### src/rtl/uart_cmd_pkg.sv
// rtl/uart_cmd_pkg.sv - shared constants, opcode table and state enum for the UART command parser
package uart_cmd_pkg;

  localparam logic [7:0] SYNC_BYTE = 8'hA5;

  localparam logic [7:0] OPC_START     = 8'h01;
  localparam logic [7:0] OPC_SET_DELAY = 8'h02;
  localparam logic [7:0] OPC_SET_KEY   = 8'h03;
  localparam logic [7:0] OPC_SET_PT    = 8'h04;
  localparam logic [7:0] OPC_SET_INC   = 8'h05;

  localparam logic [4:0] LEN_START     = 5'd0;
  localparam logic [4:0] LEN_SET_DELAY = 5'd1;
  localparam logic [4:0] LEN_SET_KEY   = 5'd16;
  localparam logic [4:0] LEN_SET_PT    = 5'd16;
  localparam logic [4:0] LEN_SET_INC   = 5'd1;

  localparam logic [2:0] ERR_OPCODE   = 3'd1;
  localparam logic [2:0] ERR_CHECKSUM = 3'd2;
  localparam logic [2:0] ERR_TIMEOUT  = 3'd3;
  localparam logic [2:0] ERR_BUSY     = 3'd4;
  localparam logic [2:0] ERR_RANGE    = 3'd5;
  localparam logic [7:0] ERR_PREFIX   = 8'hE0;

  localparam logic [7:0] DELAY_MAX = 8'd31;

  typedef enum logic [1:0] {
    ST_IDLE,
    ST_OPCODE,
    ST_PAYLOAD,
    ST_CHECKSUM
  } parser_state_e;

  function automatic logic opc_known(input logic [7:0] opc);
    return (opc >= OPC_START) && (opc <= OPC_SET_INC);
  endfunction

  function automatic logic [4:0] opc_len(input logic [7:0] opc);
    case (opc)
      OPC_SET_DELAY: return LEN_SET_DELAY;
      OPC_SET_KEY:   return LEN_SET_KEY;
      OPC_SET_PT:    return LEN_SET_PT;
      OPC_SET_INC:   return LEN_SET_INC;
      default:       return LEN_START;
    endcase
  endfunction

  function automatic logic [7:0] err_ack(input logic [2:0] code);
    return ERR_PREFIX | {5'd0, code};
  endfunction

endpackage

### src/rtl/byte_timeout.sv
// rtl/byte_timeout.sv - inter-byte idle counter with clear, enable and terminal flag
module byte_timeout #(
  parameter int TIMEOUT = 50000
) (
  input  logic clk,
  input  logic rstn,
  input  logic clr_i,
  input  logic en_i,
  output logic hit_o
);

  localparam int W = (TIMEOUT > 2) ? $clog2(TIMEOUT) : 1;
  localparam logic [W-1:0] TERM = W'(TIMEOUT - 1);

  logic [W-1:0] cnt_q;

  // Counter parks on the terminal value; the parser leaves the frame on hit, which clears it.
  always_ff @(posedge clk) begin
    if (!rstn || clr_i) begin
      cnt_q <= '0;
    end else if (en_i && !hit_o) begin
      cnt_q <= cnt_q + 1'b1;
    end
  end

  assign hit_o = (cnt_q == TERM);

endmodule

### src/rtl/uart_cmd_parser.sv
// rtl/uart_cmd_parser.sv - framed command decoder: sync, opcode, payload, checksum -> control outputs and ack
module uart_cmd_parser
  import uart_cmd_pkg::*;
#(
  parameter int         TIMEOUT   = 50000,
  parameter logic [4:0] DELAY_RST = 5'd15
) (
  input  logic         clk,
  input  logic         rstn,
  input  logic         rx_dv,
  input  logic [7:0]   rx_byte,
  input  logic         busy,
  output logic         start,
  output logic [4:0]   delay,
  output logic         inc_mode,
  output logic [127:0] key,
  output logic         key_vld,
  output logic [127:0] pt,
  output logic         pt_vld,
  output logic         ack_vld,
  output logic [7:0]   ack_byte
);

  parser_state_e state_q, state_d;
  logic [7:0]   opc_q, opc_d;
  logic [4:0]   cnt_q, cnt_d;
  logic [7:0]   xor_q, xor_d;
  logic [127:0] shadow_q, shadow_d;
  logic         start_q, start_d;
  logic [4:0]   delay_q, delay_d;
  logic         inc_q, inc_d;
  logic [127:0] key_q, key_d;
  logic         key_vld_q, key_vld_d;
  logic [127:0] pt_q, pt_d;
  logic         pt_vld_q, pt_vld_d;
  logic         ack_vld_q, ack_vld_d;
  logic [7:0]   ack_byte_q, ack_byte_d;
  logic         tmo_hit;

  byte_timeout #(.TIMEOUT(TIMEOUT)) u_timeout (
    .clk   (clk),
    .rstn  (rstn),
    .clr_i (rx_dv || (state_q == ST_IDLE)),
    .en_i  (state_q != ST_IDLE),
    .hit_o (tmo_hit)
  );

  always_comb begin
    state_d    = state_q;
    opc_d      = opc_q;
    cnt_d      = cnt_q;
    xor_d      = xor_q;
    shadow_d   = shadow_q;
    start_d    = 1'b0;
    delay_d    = delay_q;
    inc_d      = inc_q;
    key_d      = key_q;
    key_vld_d  = 1'b0;
    pt_d       = pt_q;
    pt_vld_d   = 1'b0;
    ack_vld_d  = 1'b0;
    ack_byte_d = ack_byte_q;

    case (state_q)
      ST_IDLE: begin
        if (rx_dv && (rx_byte == SYNC_BYTE)) state_d = ST_OPCODE;
      end
      ST_OPCODE: begin
        if (rx_dv) begin
          opc_d = rx_byte;
          xor_d = rx_byte;
          cnt_d = opc_len(rx_byte);
          if (!opc_known(rx_byte)) begin
            ack_vld_d  = 1'b1;
            ack_byte_d = err_ack(ERR_OPCODE);
            state_d    = ST_IDLE;
          end else if (opc_len(rx_byte) == 5'd0) begin
            state_d = ST_CHECKSUM;
          end else begin
            state_d = ST_PAYLOAD;
          end
        end
      end
      ST_PAYLOAD: begin
        if (rx_dv) begin
          shadow_d = {shadow_q[119:0], rx_byte};
          xor_d    = xor_q ^ rx_byte;
          cnt_d    = cnt_q - 5'd1;
          if (cnt_q == 5'd1) state_d = ST_CHECKSUM;
        end
      end
      ST_CHECKSUM: begin
        if (rx_dv) begin
          state_d   = ST_IDLE;
          ack_vld_d = 1'b1;
          if (rx_byte != xor_q) begin
            ack_byte_d = err_ack(ERR_CHECKSUM);
          end else if ((opc_q == OPC_START) && busy) begin
            ack_byte_d = err_ack(ERR_BUSY);
          end else if ((opc_q == OPC_SET_DELAY) && (shadow_q[7:0] > DELAY_MAX)) begin
            ack_byte_d = err_ack(ERR_RANGE);
          end else begin
            ack_byte_d = opc_q;
            case (opc_q)
              OPC_START:     start_d = 1'b1;
              OPC_SET_DELAY: delay_d = shadow_q[4:0];
              OPC_SET_INC:   inc_d   = shadow_q[0];
              OPC_SET_KEY: begin
                key_d     = shadow_q;
                key_vld_d = 1'b1;
              end
              OPC_SET_PT: begin
                pt_d     = shadow_q;
                pt_vld_d = 1'b1;
              end
              default: ;
            endcase
          end
        end
      end
      default: state_d = ST_IDLE;
    endcase

    // A byte arriving on the timeout cycle wins; the hit only matters on a silent cycle.
    if ((state_q != ST_IDLE) && !rx_dv && tmo_hit) begin
      state_d    = ST_IDLE;
      ack_vld_d  = 1'b1;
      ack_byte_d = err_ack(ERR_TIMEOUT);
    end
  end

  always_ff @(posedge clk) begin
    if (!rstn) begin
      state_q    <= ST_IDLE;
      opc_q      <= '0;
      cnt_q      <= '0;
      xor_q      <= '0;
      shadow_q   <= '0;
      start_q    <= 1'b0;
      delay_q    <= DELAY_RST;
      inc_q      <= 1'b0;
      key_q      <= '0;
      key_vld_q  <= 1'b0;
      pt_q       <= '0;
      pt_vld_q   <= 1'b0;
      ack_vld_q  <= 1'b0;
      ack_byte_q <= '0;
    end else begin
      state_q    <= state_d;
      opc_q      <= opc_d;
      cnt_q      <= cnt_d;
      xor_q      <= xor_d;
      shadow_q   <= shadow_d;
      start_q    <= start_d;
      delay_q    <= delay_d;
      inc_q      <= inc_d;
      key_q      <= key_d;
      key_vld_q  <= key_vld_d;
      pt_q       <= pt_d;
      pt_vld_q   <= pt_vld_d;
      ack_vld_q  <= ack_vld_d;
      ack_byte_q <= ack_byte_d;
    end
  end

  assign start    = start_q;
  assign delay    = delay_q;
  assign inc_mode = inc_q;
  assign key      = key_q;
  assign key_vld  = key_vld_q;
  assign pt       = pt_q;
  assign pt_vld   = pt_vld_q;
  assign ack_vld  = ack_vld_q;
  assign ack_byte = ack_byte_q;

endmodule
### config.mk
export PLATFORM = sky130hd
export DESIGN_NAME = uart_cmd_parser
export DESIGN_NICKNAME = d
export VERILOG_FILES = /design/src/rtl/uart_cmd_pkg.sv /design/src/rtl/byte_timeout.sv /design/src/rtl/uart_cmd_parser.sv
export SDC_FILE = /design/constraint.sdc
export NUM_CORES = 1
export LEC_CHECK = 0
export ABC_CLOCK_PERIOD_IN_PS = 5500
export CAP_MARGIN = 10
export CORE_AREA = 2 2 179 181
export CTS_BUF_LIST = sky130_fd_sc_hd__clkbuf_16
export CTS_CLUSTER_DIAMETER = 120
export DETAILED_ROUTE_END_ITERATION = 10
export DIE_AREA = 0 0 181 183
export PLACE_DENSITY = 0.94
export SETUP_SLACK_MARGIN = 0.2
export SLEW_MARGIN = 20
export SYNTH_ARGS = -nofsm -noshare
export SYNTH_HDL_FRONTEND = slang
export SYNTH_HIERARCHICAL = 1
export SYNTH_SLANG_ARGS = --single-unit
### constraint.sdc
create_clock -name clk -period 5.5 [get_ports clk]
set_input_delay 1.375 -clock clk [delete_from_list [all_inputs] [get_ports clk]]
set_output_delay 1.375 -clock clk [all_outputs]
set_load 0.005 [all_outputs]
# == Yosys cells after proc, flatten, opt, wreduce, memory -nomap -nowiden ==
# Index checks and enable logic that the tools add are counted.
# classes
addsub,2
order_cmp,3
eq_ne,25
mux,34
bitwise,7
n_reduce_logical,32
# op_table
op,n
two-way mux 8 bit,9
equality test 8 x 2 -> 1 bit (second input constant),4
equality test 8 x 3 -> 1 bit (second input constant),4
one-hot mux 8 bit (2 select lines),2
two-way mux 5 bit,5
AND reduction 6 bit,4
one-hot mux 5 bit (2 select lines),2
adder 16 x 1 -> 16 bit (second input constant),1
equality test 16 bit (second input constant),1
two-way mux 2 bit,6
!= test 2 bit (second input constant),5
!= test 3 bit (second input constant),3
equality test 8 x 1 -> 1 bit (second input constant),1
equality test 8 bit (second input constant),1
greater-or-equal comparator 8 x 1 -> 1 bit (second input constant),1
> comparator 8 x 5 -> 1 bit (second input constant),1
<= comparator 8 x 3 -> 1 bit (second input constant),1
two-way mux 1 bit,8
!= test 8 bit,1
one-hot mux 2 bit (4 select lines),1
AND reduction 4 bit,2
XOR 8 bit,1
logical AND 1 bit,7
inverter 1 bit,6
other kinds (17),26
# totals
regBits,441
in_bits,12
out_inout_bits,274
elab_cells,119

# == Longest topological paths before layout ==
# Gate-level depths: netlist of the first run.
# logic_depth
ltp_word,11
ltp_mapped,10
ltp_nobuf,7

# == By module ==
# Netlist of the first run, hierarchy kept.
# modules_own_cells
module,n_inst,cells_per_inst,area_each_um2,seq_area_each_um2
uart_cmd_parser,1,1799,16188.0,8508.2
byte_timeout,1,93,798.3,320.3

# == Least setup slack after synthesis of the first run ==
# No wires, ideal clock.
# synth_timing
kind,input port to flip-flop
startpoint,in rx_byte[0]
endpoint,reg pt_q[89] (netlist: pt[89])
t_arrival_ns,3.036
required_time_ns,5.431
path_slack_ns,2.394
cell_stages,10
n_path_buf,5
cell_sequence,clkbuf_1 xnor2_1 nand4_1 nor4b_4 buf_6 buf_8 buf_8 buf_8 nand3_1 o21ai_1
# synth_via
elab_chain_len,3
# synth_rtl
element,line_no,rtl
from (decl),uart_cmd_parser.sv:11,"input logic [7:0] rx_byte,"
!= test 8 bit,uart_cmd_parser.sv:96,if (rx_byte != xor_q) begin
inverter 1 bit (no source line),n/a,
AND reduction 6 bit (no source line),n/a,
to (signal assigned),uart_cmd_parser.sv:159,pt_q <= pt_d;
to (decl),uart_cmd_parser.sv:34,"logic [127:0] pt_q, pt_d;"
# Every way passes these cells.
# A chain may end at the register's enable or synchronous reset.

# == Worst setup path in the final report of the first run ==
# layout_timing
startpoint,in rx_dv
endpoint,reg pt_q[25] (netlist: pt[25])
# layout_via
elab_chain_len,1
# layout_rtl
element,line_no,rtl
from (decl),uart_cmd_parser.sv:10,"input logic rx_dv,"
AND reduction 6 bit (no source line),n/a,
# Every way passes these cells.

==> results.txt, run 1 <==
----------------------------------------------------
[Floorplanning]
  Cell row count ... 65
  Initial Utilization ... 54.39%
  Die Y-Extent ... 183 um
  Overall die width ... 181 um
  Core footprint ... between 30000 and 40000 um^2
  Ports placed on the boundary ... 286
  Area enclosed by the die boundary ... 33120 um^2

[Critical path]
  Arrival @ worst endpoint ... approximately 4.1 ns
  Setup crit start kind ... input port
  Worst endpoint required time ... approximately 6.0 ns
  Endpoint class of the critical path ... flop
  Worst setup path category ... in2reg
  Largest fanout on the critical path ... 94

[Synthesis]
  Number of cells produced by synthesis ... 1892
  Area contributors post-synth ... sky130_fd_sc_hd__dfxtp_1, sky130_fd_sc_hd__nand2_1, sky130_fd_sc_hd__mux2i_1
  Mean cell area of the mapped netlist ... 8.978 um^2
  Most common flop cell mapped by yosys ... sky130_fd_sc_hd__dfxtp_1
  Async set-or-reset flop fraction in the synthesized netlist ... 0%
  Number of synthesized flops with an enable pin ... 0
  Most area-hungry cell type in the Yosys netlist ... sky130_fd_sc_hd__dfxtp_1
  Total number of yosys warnings ... 6
  Yosys cell types ... 56
  Main combinational cell family by area after synthesis ... simple AND/OR/NAND/NOR gates
  #FFs+latches synth ... about 440
  Cell area after technology mapping ... roughly 17000 um^2
  Portion of netlist area occupied by mux cells ... under 10%
  Share of the synthesized area in the top cell type ... 51.97%
  Fraction of the mapped netlist area in simple logic gates ... 22.14%
  Net count after synthesis ... 1907
  Synthesized-area fraction occupied by adder cells ... 0.2210%
  Synthesized-area fraction occupied by ao, oa, aoi and oai cells ... ~13%
  Post-synthesis share of cell area spent on xor and xnor gates ... 0.7219%
  Post-synthesis sequential area ratio ... 51.97%

[Timing]
  Max transition margin ... 35.48%
  Setup repair after global routing missed its margin ... no
  Worst-case clock skew ... 0.02440 ns
  Pins over their slew limit ... 0
  Achievable frequency ... 275.1 MHz
  Setup violations, final ... 0
  Tightest Pin Transition ... 0.9678 ns
  Total Negative Setup Slacks ... 0 ns
  Final period utilization ... between 60% and 70%
  Min cycle time layout ... between 3 and 4 ns
  Total count of hold-check failures in the final report ... 0

[Placement]
  Cell count after placement ... 2447
  Sum of net half-perimeters after detailed placement ... around 30000 um
  Placer's final routability congestion estimate ... 0.8283
  Count of input and output buffers ... ~290

[GRT]
  Vias in the first global route ... 13698
  GRT Util Overall ... 26.54%
  Largest net degree at the start of global routing ... ~190
  Overflow after GRT ... 0
  Initial antenna violation count ... 0
  Wire length of the first global-routing pass ... just over 70000 um

[Clock network]
  Number of buffers between clock root and the deepest sink ... 3
  Hold bufs inserted after CTS ... 0
  Number of gates resized after cts ... 0
  Post-CTS setup buffer count ... 0
  CTS tree ... yes
  Clock slew seen by the registers of the worst setup and hold paths ... 0.06 ns
  Clock tree root driver cell ... sky130_fd_sc_hd__clkbuf_16
  Insertion delay to the later sink of the worst-skew pair ... 0.55 ns
  Clock Sink Count ... 441
  CTS H-tree lvls ... 2
  Clock buffers created by TritonCTS ... 44

[Drt]
  Residual DRC count ... 0
  DR vias/cell ... 5.584
  Initial detailed-routing violation count ... about 1000
  Vias ... 14106
  Pre-Repair DR Iteration Count ... 5
  Final routed wirelength across all metal layers ... 44950 um
  Number of nets with antenna violations after detailed routing ... 0
  Routed wirelength normalized by instance count ... 17.80 um

[Finish]
  Number of diodes added for antenna fixing ... 0
  Count of placed standard cells in the final layout, fillers left out ... 2526
  Number of filler instances in the final layout ... about 2300
  Fraction of layout cells with a size suffix above 1 ... approximately 4.7%
  Number of nets in the final layout ... 2106
  Relative area change from synthesis to final layout ... 25.09%

[Pwr]
  Leakage Power ... 7.854 nW
  Portion of total power attributed to combinational logic ... 1.8%
  Net switching share of the total power ... a little over a fifth
  Flop pwr share ... 52.0%
  Switching power summed over all nets ... 1.301 mW
  Power Total ... roughly 6 mW
  Cell internal pwr ... ~4.8 mW
  Power density over the cells ... 289.0 nW/um^2
  Worst ir drop on vdd ... 221.0 uV
  Share of total power in the clock network ... 46.2%

[Job]
  Maximum capacitance violations ... 0

[Outcome]
  Outcome ... completed

[Worst hold path]
  Class of the most critical hold timing path ... reg2reg

----------------------------------------------------
==> power groups by stage <==
stage                     clock (mW)  combinational, mW  sequential, mW
after global routing            3.01              0.118            3.19
after CTS                       2.88              0.108            3.19
after floorplan                    0             0.0840            3.26
after global placement             0              0.107            3.27
final                           2.84              0.109            3.19
after detailed placement           0              0.107            3.27
==> critical path, cell delays in order <==
cell	delay (ns)
sky130_fd_sc_hd__clkdlybuf4s50_1	0.84
sky130_fd_sc_hd__nand3_1	0.35
sky130_fd_sc_hd__nor4b_4	0.84
sky130_fd_sc_hd__buf_12	0.40
sky130_fd_sc_hd__nand3_1	0.13
sky130_fd_sc_hd__o21ai_0	0.12
==> state kept, by name (all words and copies together) (netlist names), 5 cells and up, named ones only <==
register and flops:
key 128, pt 128, shadow_q 128, u_timeout/cnt_q 16, ack_byte 8, opc_q 8
xor_q 8, cnt_q 5, delay 5
==> synth_stat cells (2+ instances only) <==
cell type and instances:
sky130_fd_sc_hd__a21boi_0 143, sky130_fd_sc_hd__a21o_1 2, sky130_fd_sc_hd__a21oi_1 18, sky130_fd_sc_hd__and2_1 4, sky130_fd_sc_hd__and3_1 2, sky130_fd_sc_hd__and4_1 3, sky130_fd_sc_hd__buf_1 3, sky130_fd_sc_hd__buf_2 25
sky130_fd_sc_hd__buf_8 6, sky130_fd_sc_hd__clkbuf_1 111, sky130_fd_sc_hd__dfxtp_1 441, sky130_fd_sc_hd__ha_1 3, sky130_fd_sc_hd__inv_1 10, sky130_fd_sc_hd__mux2_2 2, sky130_fd_sc_hd__mux2i_1 139, sky130_fd_sc_hd__nand2_1 437
sky130_fd_sc_hd__nand2b_1 3, sky130_fd_sc_hd__nand3_1 149, sky130_fd_sc_hd__nand4_1 8, sky130_fd_sc_hd__nor2_1 18, sky130_fd_sc_hd__nor2_2 2, sky130_fd_sc_hd__nor2b_1 134, sky130_fd_sc_hd__nor3_1 8, sky130_fd_sc_hd__nor4_1 3
sky130_fd_sc_hd__o21ai_0 134, sky130_fd_sc_hd__o21ai_1 17, sky130_fd_sc_hd__o221a_2 3, sky130_fd_sc_hd__o221ai_1 2, sky130_fd_sc_hd__o22ai_1 4, sky130_fd_sc_hd__o31ai_1 3, sky130_fd_sc_hd__or2_2 5, sky130_fd_sc_hd__or3_1 9
sky130_fd_sc_hd__or3_2 2, sky130_fd_sc_hd__or4_1 4, sky130_fd_sc_hd__or4b_4 2, sky130_fd_sc_hd__xnor2_1 13
==> area by class of cell <==
type | count | area (um^2) | share of cell area [%]
tap | 402 | 503.0 | 2.367
sequential | 441 | 8828 | 41.55
clock buffer | 44 | 1101 | 5.182
multi-input combinational | 1295 | 7476 | 35.18
timing repair buffer | 299 | 3038 | 14.30
clock inverter | 35 | 264.0 | 1.242
inverter | 10 | 37.54 | 0.1767
==> cell usage in the layout (no fill, tap or decap), types with 17 or more instances in the layout <==
cell type,synthesis,layout
sky130_fd_sc_hd__mux2i_1,139,139
sky130_fd_sc_hd__inv_1,10,19
sky130_fd_sc_hd__o21ai_1,17,17
sky130_fd_sc_hd__o21ai_0,134,134
sky130_fd_sc_hd__nand3_1,149,149
sky130_fd_sc_hd__dfxtp_1,441,441
sky130_fd_sc_hd__a21oi_1,18,18
sky130_fd_sc_hd__nor2_1,18,17
sky130_fd_sc_hd__nor2b_1,134,134
sky130_fd_sc_hd__nand2_1,437,437
sky130_fd_sc_hd__clkdlybuf4s50_1,0,284
sky130_fd_sc_hd__clkbuf_16,0,44
sky130_fd_sc_hd__a21boi_0,143,143
==> stage by stage <==
step / setup slack, ns / utilization (%) / hold WS (ns) / cell area [um^2]
finish: 1.865 / 68.04 / 0.4534 / 21250
global route: 1.676 / 68.04 / 0.4810 / 21250
global placement: 1.458 / 63.67 / 0.4360 / 19880
CTS: 1.909 / 68.04 / 0.4550 / 21250
floorplan: 2.394 / - / 0.4447 / 16990
detailed placement: 1.363 / 63.67 / 0.4462 / 19880
==> metal layers <==
metal  up-vias  global-route usage, %  wire length (um)  part of all wire, %
li1       6752                      -                 -                    -
met4         0                  11.25              1853                  4.1
met3       119                  7.129              3968                  8.8
met1      6686                  32.93             18420                   41
met2       549                  43.82             20710                   46
met5         -                      0                 0                    0
==> kinds of logic (layout without fill, tap and decap cells) <==
group,count (synthesis),in the layout
AND/OR/NAND/NOR,802,802
flip-flops,441,441
AO/OA/AOI/OAI,335,335
buffers and inverters,156,388
multiplexers,141,141
XOR/XNOR,14,14
adder cells (fa/ha/maj),3,3
==> path summary, 6_finish.rpt <==
check,startpoint,to,slack (ns),cells after the start
worst max-delay path,rx_dv,pt[25],1.87,6
worst max register to register,opc_q[7],pt[25],2.80,6
worst min-delay path,pt[108],pt[108],0.45,2
worst min register to register,pt[108],pt[108],0.45,2
Note: power is estimated with default switching activity, not from simulation.
==> run 2: changes to the inputs <==
Settings changed: ABC_CLOCK_PERIOD_IN_PS 5500 to 3300, CORE_AREA 2 2 179 181 to 2 2 192 194, DIE_AREA 0 0 181 183 to 0 0 194 196, PLACE_DENSITY 0.94 to 0.87.
Clock period 5.5 ns to 3.3 ns, I/O delays scaled along.
==> run 2 against run 1 <==
  * Clock power rose by 83%
  * Critical path depth is 1 higher
  * First-iteration DRC count is 4.9% lower
  * Die area rose by 15%
  * Count of clock-buffer cells in the layout is 1 higher
  * Utilization fell by 7.7 points
  * Critical endpoint is now key[75]
==> results.txt, run 2 (synthesis gave the netlist of run 1 again) <==
----------------------------------------------------
[Outcome]
  Outcome ... completed (unchanged)

[Floorplanning]
  Area enclosed by the die boundary ... 38020 um^2 (was 33120 um^2)
  Core footprint ... 36080 um^2 (was 31230 um^2)
  Cell row count ... 70 (was 65)
  Ports placed on the boundary ... 286 (unchanged)
  Overall die width ... 194 um (was 181 um)
  Die Y-Extent ... 196 um (was 183 um)
  Initial Utilization ... 47.07% (was 54.39%)

[GRT]
  Initial antenna violation count ... 0 (unchanged)
  GRT Util Overall ... 23.32% (was 26.54%)
  Vias in the first global route ... 13674 (was 13698)
  Wire length of the first global-routing pass ... 72730 um (was 72030 um)
  Largest net degree at the start of global routing ... 144 (was 185)
  Overflow after GRT ... 0 (unchanged)

[Critical path]
  Endpoint class of the critical path ... flop (unchanged)
  Startpoint of the worst setup timing path ... rx_byte[7] (was rx_dv)
  Crit path max-delay family ... buffers and inverters (was simple AND/OR/NAND/NOR gates)
  Critical Path Max Stage Delay ... 0.67 ns (was 0.84 ns)
  Largest fanout on the critical path ... 79 (was 94)
  Cell breakdown of the critical path ... clkdlybuf4s50_1 -> xnor2_1 -> and4_1 -> nand4_1 -> buf_12 -> mux2i_1 -> nor2b_1 (was clkdlybuf4s50_1 -> nand3_1 -> nor4b_4 -> buf_12 -> nand3_1 -> o21ai_0)
  Worst endpoint required time ... 3.74 ns (was 5.97 ns)
  Arrival @ worst endpoint ... 3.13 ns (was 4.10 ns)
  Setup crit start kind ... input port (unchanged)
  Max stage delay cell, worst path ... sky130_fd_sc_hd__clkdlybuf4s50_1 (unchanged)
  Worst flop-to-flop path startpoint ... opc_q[2] (was opc_q[7])
  Crit path buffers/inverters ... 2 (unchanged)
  Worst setup path category ... in2reg (unchanged)

[Finish]
  Number of diodes added for antenna fixing ... 0 (unchanged)
  Final standard cell area without fillers ... 21760 um^2 (was 21250 um^2)
  Fraction of layout cells with a size suffix above 1 ... 6.052% (was 4.661%)
  Total area of multi-input combinational cells ... 7476 um^2 (unchanged)
  Most common cell after layout, fill and taps aside ... sky130_fd_sc_hd__dfxtp_1 (unchanged)
  Relative area change from synthesis to final layout ... 28.12% (was 25.09%)
  Commonest non-fill, non-tap cells in the layout ... sky130_fd_sc_hd__dfxtp_1, sky130_fd_sc_hd__nand2_1, sky130_fd_sc_hd__clkdlybuf4s50_1 (unchanged)
  Number of nets in the final layout ... 2129 (was 2106)
  Number of filler instances in the final layout ... 2863 (was 2263)
  Count of placed standard cells in the final layout, fillers left out ... 2616 (was 2526)
  Register Area ... 8828 um^2 (unchanged)

[Drt]
  Number of nets with antenna violations after detailed routing ... 0 (unchanged)
  Vias ... 14142 (was 14106)
  Residual DRC count ... 0 (unchanged)
  Initial detailed-routing violation count ... 990 (was 1041)
  DR vias/cell ... 5.406 (was 5.584)
  Final routed wirelength across all metal layers ... 45730 um (was 44950 um)
  Routed wirelength normalized by instance count ... 17.48 um (was 17.80 um)
  Pre-Repair DR Iteration Count ... 5 (unchanged)

[Placement]
  Sum of net half-perimeters after detailed placement ... 30110 um (was 29500 um)
  Placer's final routability congestion estimate ... 0.8602 (was 0.8283)
  Cell count after placement ... 2535 (was 2447)
  Post-placement cell area ... 20240 um^2 (was 19880 um^2)
  Count of input and output buffers ... 285 (unchanged)

[Worst hold path]
  Worst min-delay path startpoint ... pt[113] (was pt[108])
  Class of the most critical hold timing path ... reg2reg (unchanged)

[Timing]
  Tightest Pin Transition ... 0.6466 ns (was 0.9678 ns)
  Final period utilization ... 81.48%
  Total count of hold-check failures in the final report ... 0 (unchanged)
  Worst-case clock skew ... 0.02486 ns (was 0.02440 ns)
  Min cycle time layout ... 2.689 ns
  Setup violations, final ... 0 (unchanged)
  Max transition margin ... 56.56% (was 35.48%)
  Total Negative Setup Slacks ... 0 ns (unchanged)
  Setup repair after global routing missed its margin ... no (unchanged)
  Pins over their slew limit ... 0 (unchanged)
  Final hold slack ... 0.4528 ns (was 0.4534 ns)
  Achievable frequency ... 371.9 MHz

[Clock network]
  Number of gates resized after cts ... 0 (unchanged)
  Clock buffers created by TritonCTS ... 45 (was 44)
  CTS tree ... yes (unchanged)
  Clock Sink Count ... 441 (unchanged)
  CTS H-tree lvls ... 2 (unchanged)
  Clock tree root driver cell ... sky130_fd_sc_hd__clkbuf_16 (unchanged)
  Clock slew seen by the registers of the worst setup and hold paths ... 0.06 ns (about the same)
  Hold bufs inserted after CTS ... 0 (unchanged)
  Post-CTS setup buffer count ... 0 (unchanged)
  Number of buffers between clock root and the deepest sink ... 3 (unchanged)
  Insertion delay to the later sink of the worst-skew pair ... 0.57 ns (was 0.55 ns)

[Pwr]
  Worst ir drop on vdd ... 464.7 uV (was 221.0 uV)
  Power density over the cells ... 492.8 nW/um^2 (was 289.0 nW/um^2)
  Leakage Power ... 8.054 nW (was 7.854 nW)

[Job]
  Maximum capacitance violations ... 0 (unchanged)

----------------------------------------------------
run 2: changes by cell type in the layout (fill, tap and decap cells not counted), sizes merged:
cell and delta:
buf +22, bufinv +4, inv -4, clkinvlp +2, clkbuf +1, clkinv -1
run 2: tightest hold or removal path, cell delays in order, from the launching register on:
cell and delay, ns:
sky130_fd_sc_hd__dfxtp_1 0.31, sky130_fd_sc_hd__nand2_1 0.05, sky130_fd_sc_hd__o21ai_1 0.05
run 2: path summary, 6_finish.rpt:
kind	endpoint	slack, ns	cells past startpoint
max	key[75]	0.61	7
min reg2reg	pt[113]	0.45	2
max reg2reg	key[75]	0.77	6
min	pt[113]	0.45	2
run 2: layout make-up:
type	count	share of cell area, %
repair buffers	321	15.24
inverters	10	0.1725
clock inverters	36	1.811
multi-input cells	1295	34.35
flip-flops and latches	441	40.57
well taps	468	2.691
clock buffers	45	5.174
run 2: routing by layer:
| layer | wire length (um) | vias up | share of wire (%) | track usage (%) |
|---|---|---|---|---|
| met5 | 0 | - | 0 | 0 |
| met4 | 1627 | 0 | 3.6 | 9.764 |
| met3 | 3498 | 98 | 7.6 | 5.845 |
| met2 | 21700 | 504 | 47 | 39.16 |
| met1 | 18910 | 6744 | 41 | 28.56 |
| li1 | - | 6796 | - | - |
run 2: where the power goes:
| group | switching (mW) | leakage, nW | total, mW | internal (mW) |
|---|---|---|---|---|
| sequential | 0.000288 | 3.55 | 5.32 | 5.32 |
| clock | 2.15 | 0.764 | 5.21 | 3.06 |
| combinational | 0.116 | 3.74 | 0.197 | 0.0815 |
run 2: through the flow:
step | utilization (%) | setup slack, ns | power [mW]
after global routing | 60.31 | 0.5884 | 11.05
final | 60.31 | 0.6110 | 10.73
after global placement | 56.10 | 0.2632 | 5.633
after detailed placement | 56.10 | 0.1766 | 5.636
after floorplan | - | 0.7444 | 5.582
after CTS | 60.31 | 0.7150 | 10.81
==> run 3: changes to the inputs <==
Settings changed: ABC_CLOCK_PERIOD_IN_PS 3300 to 2800, CORE_AREA 2 2 192 194 to 2 2 183 185, DIE_AREA 0 0 194 196 to 0 0 185 187, PLACE_DENSITY 0.87 to 0.91.
Clock period 3.3 ns to 2.8 ns, I/O delays scaled along.
==> run 3 against run 2 <==
  * Total power grew 14%
  * Worst hold slack worse by 0.0037 ns
  * Wire length is 0.37% lower
  * Clock power is 10% higher
  * Utilization rose by 5.9 points
  * Highest routed layer unchanged
==> results.txt, run 3 (synthesis gave the netlist of run 1 again) <==
----------------------------------------------------
[GRT]
  Vias in the first global route ... 13637 (was 13674)
  Wire length of the first global-routing pass ... 72640 um (was 72730 um)
  GRT Util Overall ... 25.89% (was 23.32%)
  Largest net degree at the start of global routing ... 112 (was 144)
  Overflow after GRT ... 0 (unchanged)
  Initial antenna violation count ... 0 (unchanged)

[Timing]
  Tightest Pin Transition ... 0.6621 ns (was 0.6466 ns)
  Worst-case clock skew ... 0.02011 ns (was 0.02486 ns)
  Total count of hold-check failures in the final report ... 0 (unchanged)
  Setup repair after global routing missed its margin ... no (unchanged)
  Minimum setup slack in the final design ... 0.4731 ns (was 0.6110 ns)
  Min cycle time layout ... 2.327 ns
  Max transition margin ... 55.86% (was 56.56%)
  Setup violations, final ... 0 (unchanged)
  Total Negative Setup Slacks ... 0 ns (unchanged)
  Final period utilization ... 83.10%
  Achievable frequency ... ~430 MHz
  Pins over their slew limit ... 0 (unchanged)

[Critical path]
  Worst setup path category ... reg2reg (was in2reg)
  Worst flop-to-flop path startpoint ... u_timeout/cnt_q[9] (was opc_q[2])
  Endpoint class of the critical path ... flop (unchanged)
  Crit path max-delay family ... simple AND/OR/NAND/NOR gates (was buffers and inverters)
  End of the worst register-to-register path ... ack_byte[1] (was key[75])
  Largest fanout on the critical path ... 6 (was 79)
  Setup crit start kind ... flop (was input port)
  Max stage delay cell, worst path ... sky130_fd_sc_hd__or4bb_1 (was sky130_fd_sc_hd__clkdlybuf4s50_1)
  Crit path buffers/inverters ... 0 (was 2)
  Cell breakdown of the critical path ... or4bb_1 -> nor4_1 -> nand2b_1 -> o21bai_1 -> o21ai_0 -> o21ba_2 (was clkdlybuf4s50_1 -> xnor2_1 -> and4_1 -> nand4_1 -> buf_12 -> mux2i_1 -> nor2b_1)
  Worst endpoint required time ... 3.27 ns (was 3.74 ns)
  Slack of the worst reg-to-reg path ... 0.47 ns (was 0.77 ns)
  Arrival @ worst endpoint ... 2.80 ns (was 3.13 ns)
  Critical Path Max Stage Delay ... 0.58 ns (was 0.67 ns)
  Worst reg-to-reg path cell count ... 6 (unchanged)

[Drt]
  DR vias/cell ... 5.465 (was 5.406)
  Pre-Repair DR Iteration Count ... 5 (unchanged)
  Residual DRC count ... 0 (unchanged)
  Number of nets with antenna violations after detailed routing ... 0 (unchanged)
  Initial detailed-routing violation count ... 1116 (was 990)
  Final routed wirelength across all metal layers ... 45560 um (was 45730 um)
  Routed wirelength normalized by instance count ... 17.51 um (was 17.48 um)
  Vias ... 14220 (was 14142)

[Clock network]
  CTS tree ... yes (unchanged)
  CTS H-tree lvls ... 2 (unchanged)
  Hold bufs inserted after CTS ... 0 (unchanged)
  Clock tree root driver cell ... sky130_fd_sc_hd__clkbuf_16 (unchanged)
  Number of gates resized after cts ... 0 (unchanged)
  Clock slew seen by the registers of the worst setup and hold paths ... 0.06 ns (about the same)
  Clock buffers created by TritonCTS ... 43 (was 45)
  Post-CTS setup buffer count ... 0 (unchanged)
  Number of buffers between clock root and the deepest sink ... 3 (unchanged)
  Clock Sink Count ... 441 (unchanged)
  Insertion delay to the later sink of the worst-skew pair ... 0.54 ns (was 0.57 ns)

[Floorplanning]
  Area enclosed by the die boundary ... 34600 um^2 (was 38020 um^2)
  Die Y-Extent ... 187 um (was 196 um)
  Cell row count ... 67 (was 70)
  Overall die width ... 185 um (was 194 um)
  Core footprint ... 32860 um^2 (was 36080 um^2)
  Initial Utilization ... 51.69% (was 47.07%)
  Ports placed on the boundary ... 286 (unchanged)

[Finish]
  Number of diodes added for antenna fixing ... 0 (unchanged)
  Number of nets in the final layout ... 2136 (was 2129)
  Most common cell after layout, fill and taps aside ... sky130_fd_sc_hd__dfxtp_1 (unchanged)
  Number of filler instances in the final layout ... 2497 (was 2863)
  Commonest non-fill, non-tap cells in the layout ... sky130_fd_sc_hd__dfxtp_1, sky130_fd_sc_hd__nand2_1, sky130_fd_sc_hd__clkdlybuf4s50_1 (unchanged)
  Fraction of layout cells with a size suffix above 1 ... 6.221% (was 6.052%)
  Relative area change from synthesis to final layout ... 28.01% (was 28.12%)
  Final standard cell area without fillers ... 21740 um^2 (was 21760 um^2)

[Worst hold path]
  Cells on Worst Hold Path ... 2 (unchanged)
  Class of the most critical hold timing path ... reg2reg (unchanged)
  End of the worst hold path ... pt[115] (was pt[113])
  Worst min-delay path startpoint ... pt[115] (was pt[113])

[Placement]
  Count of input and output buffers ... 285 (unchanged)
  Placer's final routability congestion estimate ... 0.8916 (was 0.8602)
  Post-placement cell area ... 20340 um^2 (was 20240 um^2)
  Sum of net half-perimeters after detailed placement ... 30130 um (was 30110 um)
  Dpl ws ... -0.01394 ns (was 0.1766 ns)

[Pwr]
  Leakage Power ... 8.063 nW (was 8.054 nW)
  Worst ir drop on vdd ... 450.8 uV (was 464.7 uV)
  Power density over the cells ... 563.2 nW/um^2 (was 492.8 nW/um^2)

[Job]
  Maximum capacitance violations ... 0 (unchanged)

[Outcome]
  Outcome ... completed (unchanged)

----------------------------------------------------
run 3: cell count changes in the layout (fill, tap and decap cells not counted), sizes merged:
cell and delta:
bufinv -3, clkinvlp -1, inv +1, buf +9
run 3: worst register-to-register path, cell delays in order, from the launching register on:
cell	delay [ns]
sky130_fd_sc_hd__dfxtp_1	0.41
sky130_fd_sc_hd__or4bb_1	0.58
sky130_fd_sc_hd__nor4_1	0.35
sky130_fd_sc_hd__nand2b_1	0.21
sky130_fd_sc_hd__o21bai_1	0.35
sky130_fd_sc_hd__o21ai_0	0.11
sky130_fd_sc_hd__o21ba_2	0.25
run 3: how the worst max path moves through the flow:
stage	startpoint	endpoint	slack, ns	depth (start not counted)
after floorplan	rx_byte[0]	pt[89]	0.37	10
after global placement	rx_byte[6]	state_q[0]	0.04	6
after detailed placement	rx_byte[4]	pt[90]	-0.01	8
after CTS	u_timeout/cnt_q[11]	ack_byte[1]	0.49	6
after global routing	rx_byte[4]	pt[90]	0.30	8
final	u_timeout/cnt_q[9]	ack_byte[1]	0.47	6
run 3: routing by layer:
layer  vias up  GRT usage (%)  wire length, um
met3       103          7.340             3854
met5         -              0                0
met4         0          9.799             1714
met2       530          42.93            21620
met1      6775          31.84            18370
li1       6812              -                -
run 3: power by group:
| part | total [mW] | switching, mW | internal [mW] |
|---|---|---|---|
| combinational | 0.232 | 0.135 | 0.0971 |
| sequential | 6.27 | 0.000337 | 6.27 |
| clock | 5.74 | 2.44 | 3.30 |
| total | 12.2 | 2.57 | 9.67 |
run 3: area by class of cell:
| type | instances | area, um^2 | share of cell area, % |
|---|---|---|---|
| Timing Repair Buffer | 330 | 3433 | 15.79 |
| Clock buffer | 45 | 1126 | 5.179 |
| Multi-Input combinational cell | 1295 | 7476 | 34.38 |
| Inverter | 10 | 37.54 | 0.1726 |
| Sequential cell | 441 | 8828 | 40.60 |
| Clock inverter | 33 | 282.8 | 1.300 |
| Tap cell | 448 | 560.5 | 2.578 |
run 3: metrics by stage:
step / instances / utilization, % / total power [mW] / hold slack (ns)
5_1_grt: 2602 / 66.17 / 12.59 / 0.4691
6_report: 2602 / 66.17 / 12.25 / 0.4491
4_1_cts: 2602 / 66.17 / 12.32 / 0.4537
3_3_place_gp: 2524 / 61.88 / 6.640 / 0.4363
2_1_floorplan: 1892 / - / 6.578 / 0.4447
3_5_place_dp: 2524 / 61.88 / 6.643 / 0.4436
==> RTL change, RTL diff (flow settings as in run 2) <==
`TIMEOUT` is set to 50000 in 2 places; all go to 100000.
--- a/src/rtl/byte_timeout.sv
+++ b/src/rtl/byte_timeout.sv
@@ -1,5 +1,5 @@
 // rtl/byte_timeout.sv - inter-byte idle counter with clear, enable and terminal flag
 module byte_timeout #(
-  parameter int TIMEOUT = 50000
+  parameter int TIMEOUT = 100000
 ) (
   input  logic clk,
--- a/src/rtl/uart_cmd_parser.sv
+++ b/src/rtl/uart_cmd_parser.sv
@@ -3,5 +3,5 @@
   import uart_cmd_pkg::*;
 #(
-  parameter int         TIMEOUT   = 50000,
+  parameter int         TIMEOUT   = 100000,
   parameter logic [4:0] DELAY_RST = 5'd15
 ) (
Check against the original RTL: not settled (the Yosys comparison gave no result); the edit may change what the design does.
==> RTL change against run 2 <==
Sequential cell count up 1. Worst setup slack worse by 0.0090 ns. Area after synthesis up 0.84%. Utilization up 0.16 points. Critical path type unchanged. Final area up 0.27%. Critical endpoint is now pt[25]$_SDFFE_PN0P_. Combinational power down 3%. Via count up 0.79%. Wire length about the same. Power down 2.0%. Non-clock buffer count up 2. Largest cell class unchanged. Largest power group unchanged.
==> RTL change: results (changes against run 2) <==
| Metric | Value |
|---|---|
| Total Nets Final | `2143 (+0.66%)` |
| Sequential share of the synthesized area | `51.7% (-0.32 points)` |
| NetSw | `0.00222 W (-2.0%)` |
| Worst reg-to-reg setup slack | `0.86 ns (+0.09 ns)` |
| RD Place Congestion | `0.891 (+3.5%)` |
| Syn_nets | `1923 (+0.84%)` |
| Crit path to | `pt[25]$_SDFFE_PN0P_` |
| Maximum vdd drop | `0.000545 V (+17%)` |
| Final WL | `45.7 mm (about the same)` |
| Global-route wire length before repair | `73.4 mm (+0.94%)` |
| Beginning of the critical path | `rx_byte[5]` |
| Worst R2R Start | `opc_q[7]$_SDFFE_PN0P_` |
| Outcome | `finished, final reports clean` |
| Worst Reg2Reg Path Length in Cells | `7 (+1)` |
| Clk root buf | `clkbuf_16` |
| H-tree depth | `2 (unchanged)` |
| Ant. Diodes | `0 (unchanged)` |
| Worst-skew pair later-pin latency | `0.55 ns (-0.02 ns)` |
| CP arrival | `3.14 ns (about the same)` |
| Clock skew | `0.0152 ns (-0.00967 ns)` |
| Lkg Pwr | `8.15 nW (+1.2%)` |
| Pint | `0.00829 W (-2.0%)` |
| Count of cell types in the netlist | `63 (+13%)` |
| Top cell types by occurrence after synthesis | `dfxtp_1, nand2_1, nand3_1` |
| Initial DRC Count | `936 (-5.5%)` |
| Syn Area/Cell | `8.98 µm² (about the same)` |
| Share of layout cells above drive strength 1 | `5.83% (-0.23 points)` |
| Clock power share | `47.4% (-1.1 points)` |
| Comb group | `0.000192 W (-3%)` |
| Pin count of the biggest net entering global routing | `179 (+24%)` |
| HPWL Detailed | `30.3 mm (+0.68%)` |
| Initial antenna violation count | `0 (unchanged)` |
| Maximum fanout along the worst path | `41 (-48%)` |
| Fill cells | `2910 (+1.6%)` |
| Hold path startpoint | `pt[92]$_SDFFE_PN0P_` |
| Max Root-Sink Buffers | `3 (unchanged)` |
| Vias per cell | `5.42 (+0.22%)` |
| Tightest Pin Transition | `0.670 ns (+0.0235 ns)` |
| CTS buffer count | `44 (-2.2%)` |
| GRT Util Overall | `23.4% (+0.055 points)` |
| Hold Path Sink | `pt[92]$_SDFFE_PN0P_` |
| Routed vias | `14300 (+0.79%)` |
| Leading cell types by total area after synthesis | `dfxtp_1, nand2_1, mux2i_1` |
| Placed cells | `2550 (+0.59%)` |
| Clock slew at reported path FFs | `0.06 ns (about the same)` |
RTL change: stage by stage:
| step | hold slack, ns | setup slack [ns] | cell area, µm² |
|---|---|---|---|
| 2_1_floorplan | 0.445 | 0.744 | 17100 |
| 3_3_place_gp | 0.435 | 0.238 | 20400 |
| 3_5_place_dp | 0.452 | 0.0692 | 20400 |
| 4_1_cts | 0.463 | 0.640 | 21800 |
| 5_1_grt | 0.480 | 0.404 | 21800 |
| 6_report | 0.464 | 0.602 | 21800 |
RTL change: logic make-up (layout without fill, tap and decap cells):
group	Yosys count	after routing	share of synthesized area, %
AND/OR/NAND/NOR	818	818	22.5
flip-flops	442	442	51.7
AO/OA/AOI/OAI	333	333	12.5
buffers and inverters	156	411	4.05
multiplexers	140	140	8.20
XOR/XNOR	16	16	0.818
adder cells (fa/ha/maj)	3	3	0.219
RTL change: critical path, cell delays in order:
cell             delay [ns]
clkdlybuf4s50_1        0.61
xnor2_1                0.17
nand4_1                0.26
nor4b_4                0.52
buf_12                 0.28
buf_4                  0.23
nand3_1                0.10
o21ai_0                0.14
RTL change: cell type report:
class / instances / area share, %
multi-input cells: 1310 / 34.8
clock inverters: 36 / 1.41
well taps: 468 / 2.68
inverters: 7 / 0.120
repair buffers: 323 / 15.3
flip-flops and latches: 442 / 40.5
clock buffers: 45 / 5.16
RTL change: per-layer routing:
layer	global-route usage, %	vias to the layer above	wire (µm)
li1	-	6863	-
met3	5.79	96	3380
met5	0	-	0
met2	39.8	469	21800
met4	7.86	0	1260
met1	28.9	6826	19200
